$ cat config.mk
export PLATFORM = sky130hd
export DESIGN_NAME = led_blink_timebase
export DESIGN_NICKNAME = d
export VERILOG_FILES = /design/src/rtl/led_blink_timebase.sv
export SDC_FILE = /design/constraint.sdc
export NUM_CORES = 1
export LEC_CHECK = 0
export ABC_CLOCK_PERIOD_IN_PS = 1850
export BUFFER_PORTS_ARGS = -buffer_cell sky130_fd_sc_hd__buf_2
export CORE_MARGIN = 5
export CORE_UTILIZATION = 50
export CTS_BUF_LIST = sky130_fd_sc_hd__clkbuf_4 sky130_fd_sc_hd__clkbuf_8 sky130_fd_sc_hd__clkbuf_16
export DETAILED_ROUTE_END_ITERATION = 12
export PLACE_DENSITY_LB_ADDON = 0.25
export SYNTH_ARGS = -nofsm -noshare
export SYNTH_HDL_FRONTEND = slang
export SYNTH_SLANG_ARGS = --single-unit
$ cat constraint.sdc
create_clock -name SYSCLK -period 1.85 [get_ports SYSCLK]
set_clock_uncertainty 0.2 [all_clocks]
set_input_delay 0.37 -clock SYSCLK [delete_from_list [all_inputs] [get_ports SYSCLK]]
set_output_delay 0.37 -clock SYSCLK [all_outputs]
set_load 0.05 [all_outputs]
$ cat src/rtl/led_blink_timebase.sv
// Blink-phase timebase: divides SYSCLK into a 25 ms tick and decodes shared LED blink patterns.
// Optional macro LED_BLINK_SYNC_EN lets BLINK_SYNC restart the blink phase.
module led_blink_timebase #(
    parameter int TICK_DIV = 625000
) (
    input  logic SYSCLK,
    input  logic RESET,
    input  logic BLINK_SYNC,
    output logic TICK_25MS,
    output logic CLK_1HZ,
    output logic CLK_2HZ,
    output logic CLK_4HZ,
    output logic CLK_4HZ_500MS,
    output logic CLK_4HZ_3500MS,
    output logic CLK_07S
);

    localparam int FRAME_TICKS = 160;
    localparam int C07_TICKS   = 56;
    localparam int PW          = (TICK_DIV > 2) ? $clog2(TICK_DIV) : 1;
    localparam logic [PW-1:0] PCNT_MAX = PW'(TICK_DIV - 1);
    localparam logic [7:0]    F_MAX    = 8'(FRAME_TICKS - 1);
    localparam logic [5:0]    C07_MAX  = 6'(C07_TICKS - 1);
    localparam logic [5:0]    C07_HALF = 6'(C07_TICKS / 2);

    logic [PW-1:0] pcnt;
    logic [7:0]    f;
    logic [5:0]    c07;
    logic [3:0]    m10;
    logic [4:0]    m20;
    logic [5:0]    m40;
    logic          restart;

`ifdef LED_BLINK_SYNC_EN
    assign restart = BLINK_SYNC;
`else
    logic unused_blink_sync;
    assign unused_blink_sync = BLINK_SYNC;
    assign restart = 1'b0;
`endif

    // A restart clears the counters exactly like reset and drops any coinciding tick.
    always_ff @(posedge SYSCLK) begin
        if (RESET || restart) begin
            pcnt      <= '0;
            TICK_25MS <= 1'b0;
            f         <= '0;
            c07       <= '0;
            m10       <= '0;
            m20       <= '0;
            m40       <= '0;
        end else begin
            if (pcnt == PCNT_MAX) begin
                pcnt      <= '0;
                TICK_25MS <= 1'b1;
            end else begin
                pcnt      <= pcnt + 1'b1;
                TICK_25MS <= 1'b0;
            end

            if (TICK_25MS) begin
                f   <= (f   == F_MAX)   ? 8'd0 : f   + 8'd1;
                c07 <= (c07 == C07_MAX) ? 6'd0 : c07 + 6'd1;
                m10 <= (m10 == 4'd9)    ? 4'd0 : m10 + 4'd1;
                m20 <= (m20 == 5'd19)   ? 5'd0 : m20 + 5'd1;
                m40 <= (m40 == 6'd39)   ? 6'd0 : m40 + 6'd1;
            end
        end
    end

    // Lit phase is the second half of each period, so zeroed counters decode to all-dark.
    always_ff @(posedge SYSCLK) begin
        if (RESET) begin
            CLK_1HZ        <= 1'b0;
            CLK_2HZ        <= 1'b0;
            CLK_4HZ        <= 1'b0;
            CLK_4HZ_500MS  <= 1'b0;
            CLK_4HZ_3500MS <= 1'b0;
            CLK_07S        <= 1'b0;
        end else begin
            CLK_1HZ        <= (m40 >= 6'd20);
            CLK_2HZ        <= (m20 >= 5'd10);
            CLK_4HZ        <= (m10 >= 4'd5);
            CLK_4HZ_500MS  <= (m10 >= 4'd5) && (f < 8'd20);
            CLK_4HZ_3500MS <= (m10 >= 4'd5) && (f < 8'd140);
            CLK_07S        <= (c07 >= C07_HALF);
        end
    end

endmodule

==> out/qor.yml <==
cells_and_area:
  final_util_pct: 62.03
  final_cell_mix: "nor2_1 (46), dfxtp_1 (45), buf_4 (21)"
  drive_gt1_share_pct: 20.71
  final_common_cell: "nor2_1"
  finalNetCount: 320
  area_growth_pct: 18.92
  antenna_cells: 0
floorplan:
  fp.dieW_um: 80.43
  initial_utilization_pct: 52.16
  fp-row-count: 25
  dieArea_um2: 6468
  core_um2: 4755
  num_io_pins: 10
  fp.dieH_um: 80.43
setup_path:
  crit_type: "reg -> reg"
  cp-start-kind: "flip-flop"
  crit_path_end_kind: "flip-flop"
  critPathSlowestCell: "or4b_4"
  path_cells: "nand3_4, or3_4, or4b_4, a21oi_1"
  max_stage_delay_ns: 0.51
  required_ns: 1.89
  crit_fanout: 5
  crit_arrival_ns: 1.84
detailed_routing:
  wire_per_inst_um: 11.95
  postRouteAntennaNets: 0
  route.detailed.drc: 0
  vias: 1948
  via_per_inst: 5.181
  totalWireLength_um: 4494
  drtPass1Iterations: 4
  drtIter0Drc: 57
timing:
  fin_crit_sh_pct: 97.29
  worstMarginPinSlew_ns: 0.5251
  final-setup-viol-count: 0
  hold_slack_ns: 0.2756
  hold_viol_final: 0
  max_freq_ghz: 0.5556
  slew-limit-headroom_pct: 64.54
  drv_slew: 0
  setup-tns-final_ns: 0
  layout_min_cycle_time_ns: 1.800
worst_hold_path:
  hold_path.class: "in -> reg"
synthesis:
  syn_nets: 292
  synth.area.top_cells: "dfxtp_1 (45%), nor2_1 (7.0%), xor2_1 (6.0%), xnor2_1 (5.7%), ha_1 (4.5%)"
  syn_area_um2: 2480
  yosys.area.top_type: "dfxtp_1"
  ys_warn_count: 0
  yosys.cell_types.count: 37
  synth-seq-cells: 56
  synth_top_area_share_pct: 45.21
  syn_area_per_cell_um2: 8.857
  synth-seq-area-share_pct: 45.21
  syn_inst: 280
pwr:
  power_density_nw_per_um2: 657.8
  power_leakage_nw: 1.051
  ir_worst_vdd_mv: 0.3319
clock_network:
  cts_sinks: 56
  insertion_delay_ns: 0.31
  cts_max_level: 2
  clk_pin_slew_ns: 0.10
  holdBufCountCts: 0
  numCtsBuffers: 5
  clockRootBuffer: "clkbuf_8"
  clock_path_buffers: 2
  cts_tree: "yes"
outcome:
  status: "complete, no violations"
grt:
  first_global_vias: 1791
  antenna_found_initial: 0
  grt_max_degree: 21
  grt_first_pass_wirelength_um: 7638
  overflow: 0
  track_usage_pct: 14.94
placed_design:
  dp_hpwl_um: 3016
  numPortBuffers: 8
  place_congestion: 0.8197
run:
  drv_cap: 0
==> worst paths after layout <==
check / from / end / slack, ns / cells after the start
max reg2reg: pcnt[10] / pcnt[19] / 0.05 / 4
min reg2reg: m40[5] / CLK_1HZ / 0.29 / 2
max: pcnt[10] / pcnt[19] / 0.05 / 4
min: RESET / m40[5] / 0.28 / 4
==> metal layers <==
layer / share of wire (%) / track usage (%) / vias to the layer above / wire length [µm]
met2: 47 / 25.99 / 28 / 2107
met3: 3.4 / 3.924 / 8 / 153
met4: 1.8 / 6.419 / 0 / 81
met5: 0 / 0 / - / 0
met1: 48 / 17.14 / 888 / 2152
li1: - / - / 1024 / -
==> cells in the mapped netlist, drive strengths merged <==
| cell | n |
|---|---|
| a211oi | 1 |
| a21boi | 1 |
| a21oi | 14 |
| a31oi | 1 |
| a41o | 1 |
| and4 | 2 |
| and4b | 1 |
| buf | 2 |
| clkbuf | 8 |
| dfxtp | 56 |
| ha | 9 |
| inv | 13 |
| mux2i | 4 |
| nand2 | 17 |
| nand3 | 11 |
| nand4 | 13 |
| nand4b | 1 |
| nor2 | 46 |
| nor2b | 4 |
| nor3 | 4 |
| nor3b | 1 |
| nor4 | 5 |
| nor4b | 2 |
| nor4bb | 2 |
| o21ai | 11 |
| o31ai | 3 |
| o41ai | 3 |
| or2 | 1 |
| or3 | 6 |
| or4 | 2 |
| or4b | 2 |
| xnor2 | 16 |
| xor2 | 17 |
==> state kept, by name (all words and copies together), names as in the netlist <==
signal / cells
f: 8
CLK_4HZ_3500MS: 1
pcnt: 20
CLK_07S: 1
CLK_4HZ_500MS: 1
c07: 6
m20: 5
m10: 4
CLK_1HZ: 1
TICK_25MS: 1
CLK_2HZ: 1
m40: 6
CLK_4HZ: 1
==> timing repair <==
item	4_1_cts	5_1_grt
pin swaps	0	2
setup endpoints to repair	8	20
cloned	0	1
gates resized for setup	2	21
buffers inserted	0	2
==> power by group <==
| part | switching (mW) | leakage, nW | internal [mW] |
|---|---|---|---|
| sequential | 0.00848 | 0.458 | 1.21 |
| combinational | 0.0291 | 0.548 | 0.0219 |
| clock | 0.388 | 0.0448 | 0.285 |
==> through the flow <==
step / cell area (µm²) / cells / total power, mW / setup WS (ns)
6_report: 2949 / 376 / 1.940 / 0.05022
4_1_cts: 2851 / 373 / 1.983 / -0.005047
2_1_floorplan: 2501 / 280 / 1.276 / 0.008344
3_5_place_dp: 2748 / 365 / 1.298 / -0.01562
5_1_grt: 2949 / 376 / 2.037 / -0.04485
3_3_place_gp: 2748 / 365 / 1.298 / 0.008764
==> worst max-delay path, delay by kind of cell, from the launching register on <==
family	cells	cell delay, ns
AO/OA/AOI/OAI	1	0.14
AND/OR/NAND/NOR	3	1.01
flip-flops	1	0.38
==> cell type report <==
cell class	instances	area, µm²
clock inverters	2	16.27
clock buffers	6	76.32
well taps	67	83.83
inverters	13	48.80
flip-flops and latches	56	1145
fillers	438	1805
multi-input cells	202	1361
repair buffers	30	217.7
==> cell families after synthesis <==
| kind of cell | Yosys count | synth area share, % |
|---|---|---|
| DFF | 56 | 45.21 |
| xor gates and xnor gates | 33 | 11.65 |
| AOI/OAI and AO/OA | 35 | 8.275 |
| buffers and inverters | 23 | 3.633 |
| adders and majority gates | 9 | 4.541 |
| muxes | 4 | 1.615 |
| and+or+nand+nor | 120 | 25.08 |
(Power assumes the default switching activity.)
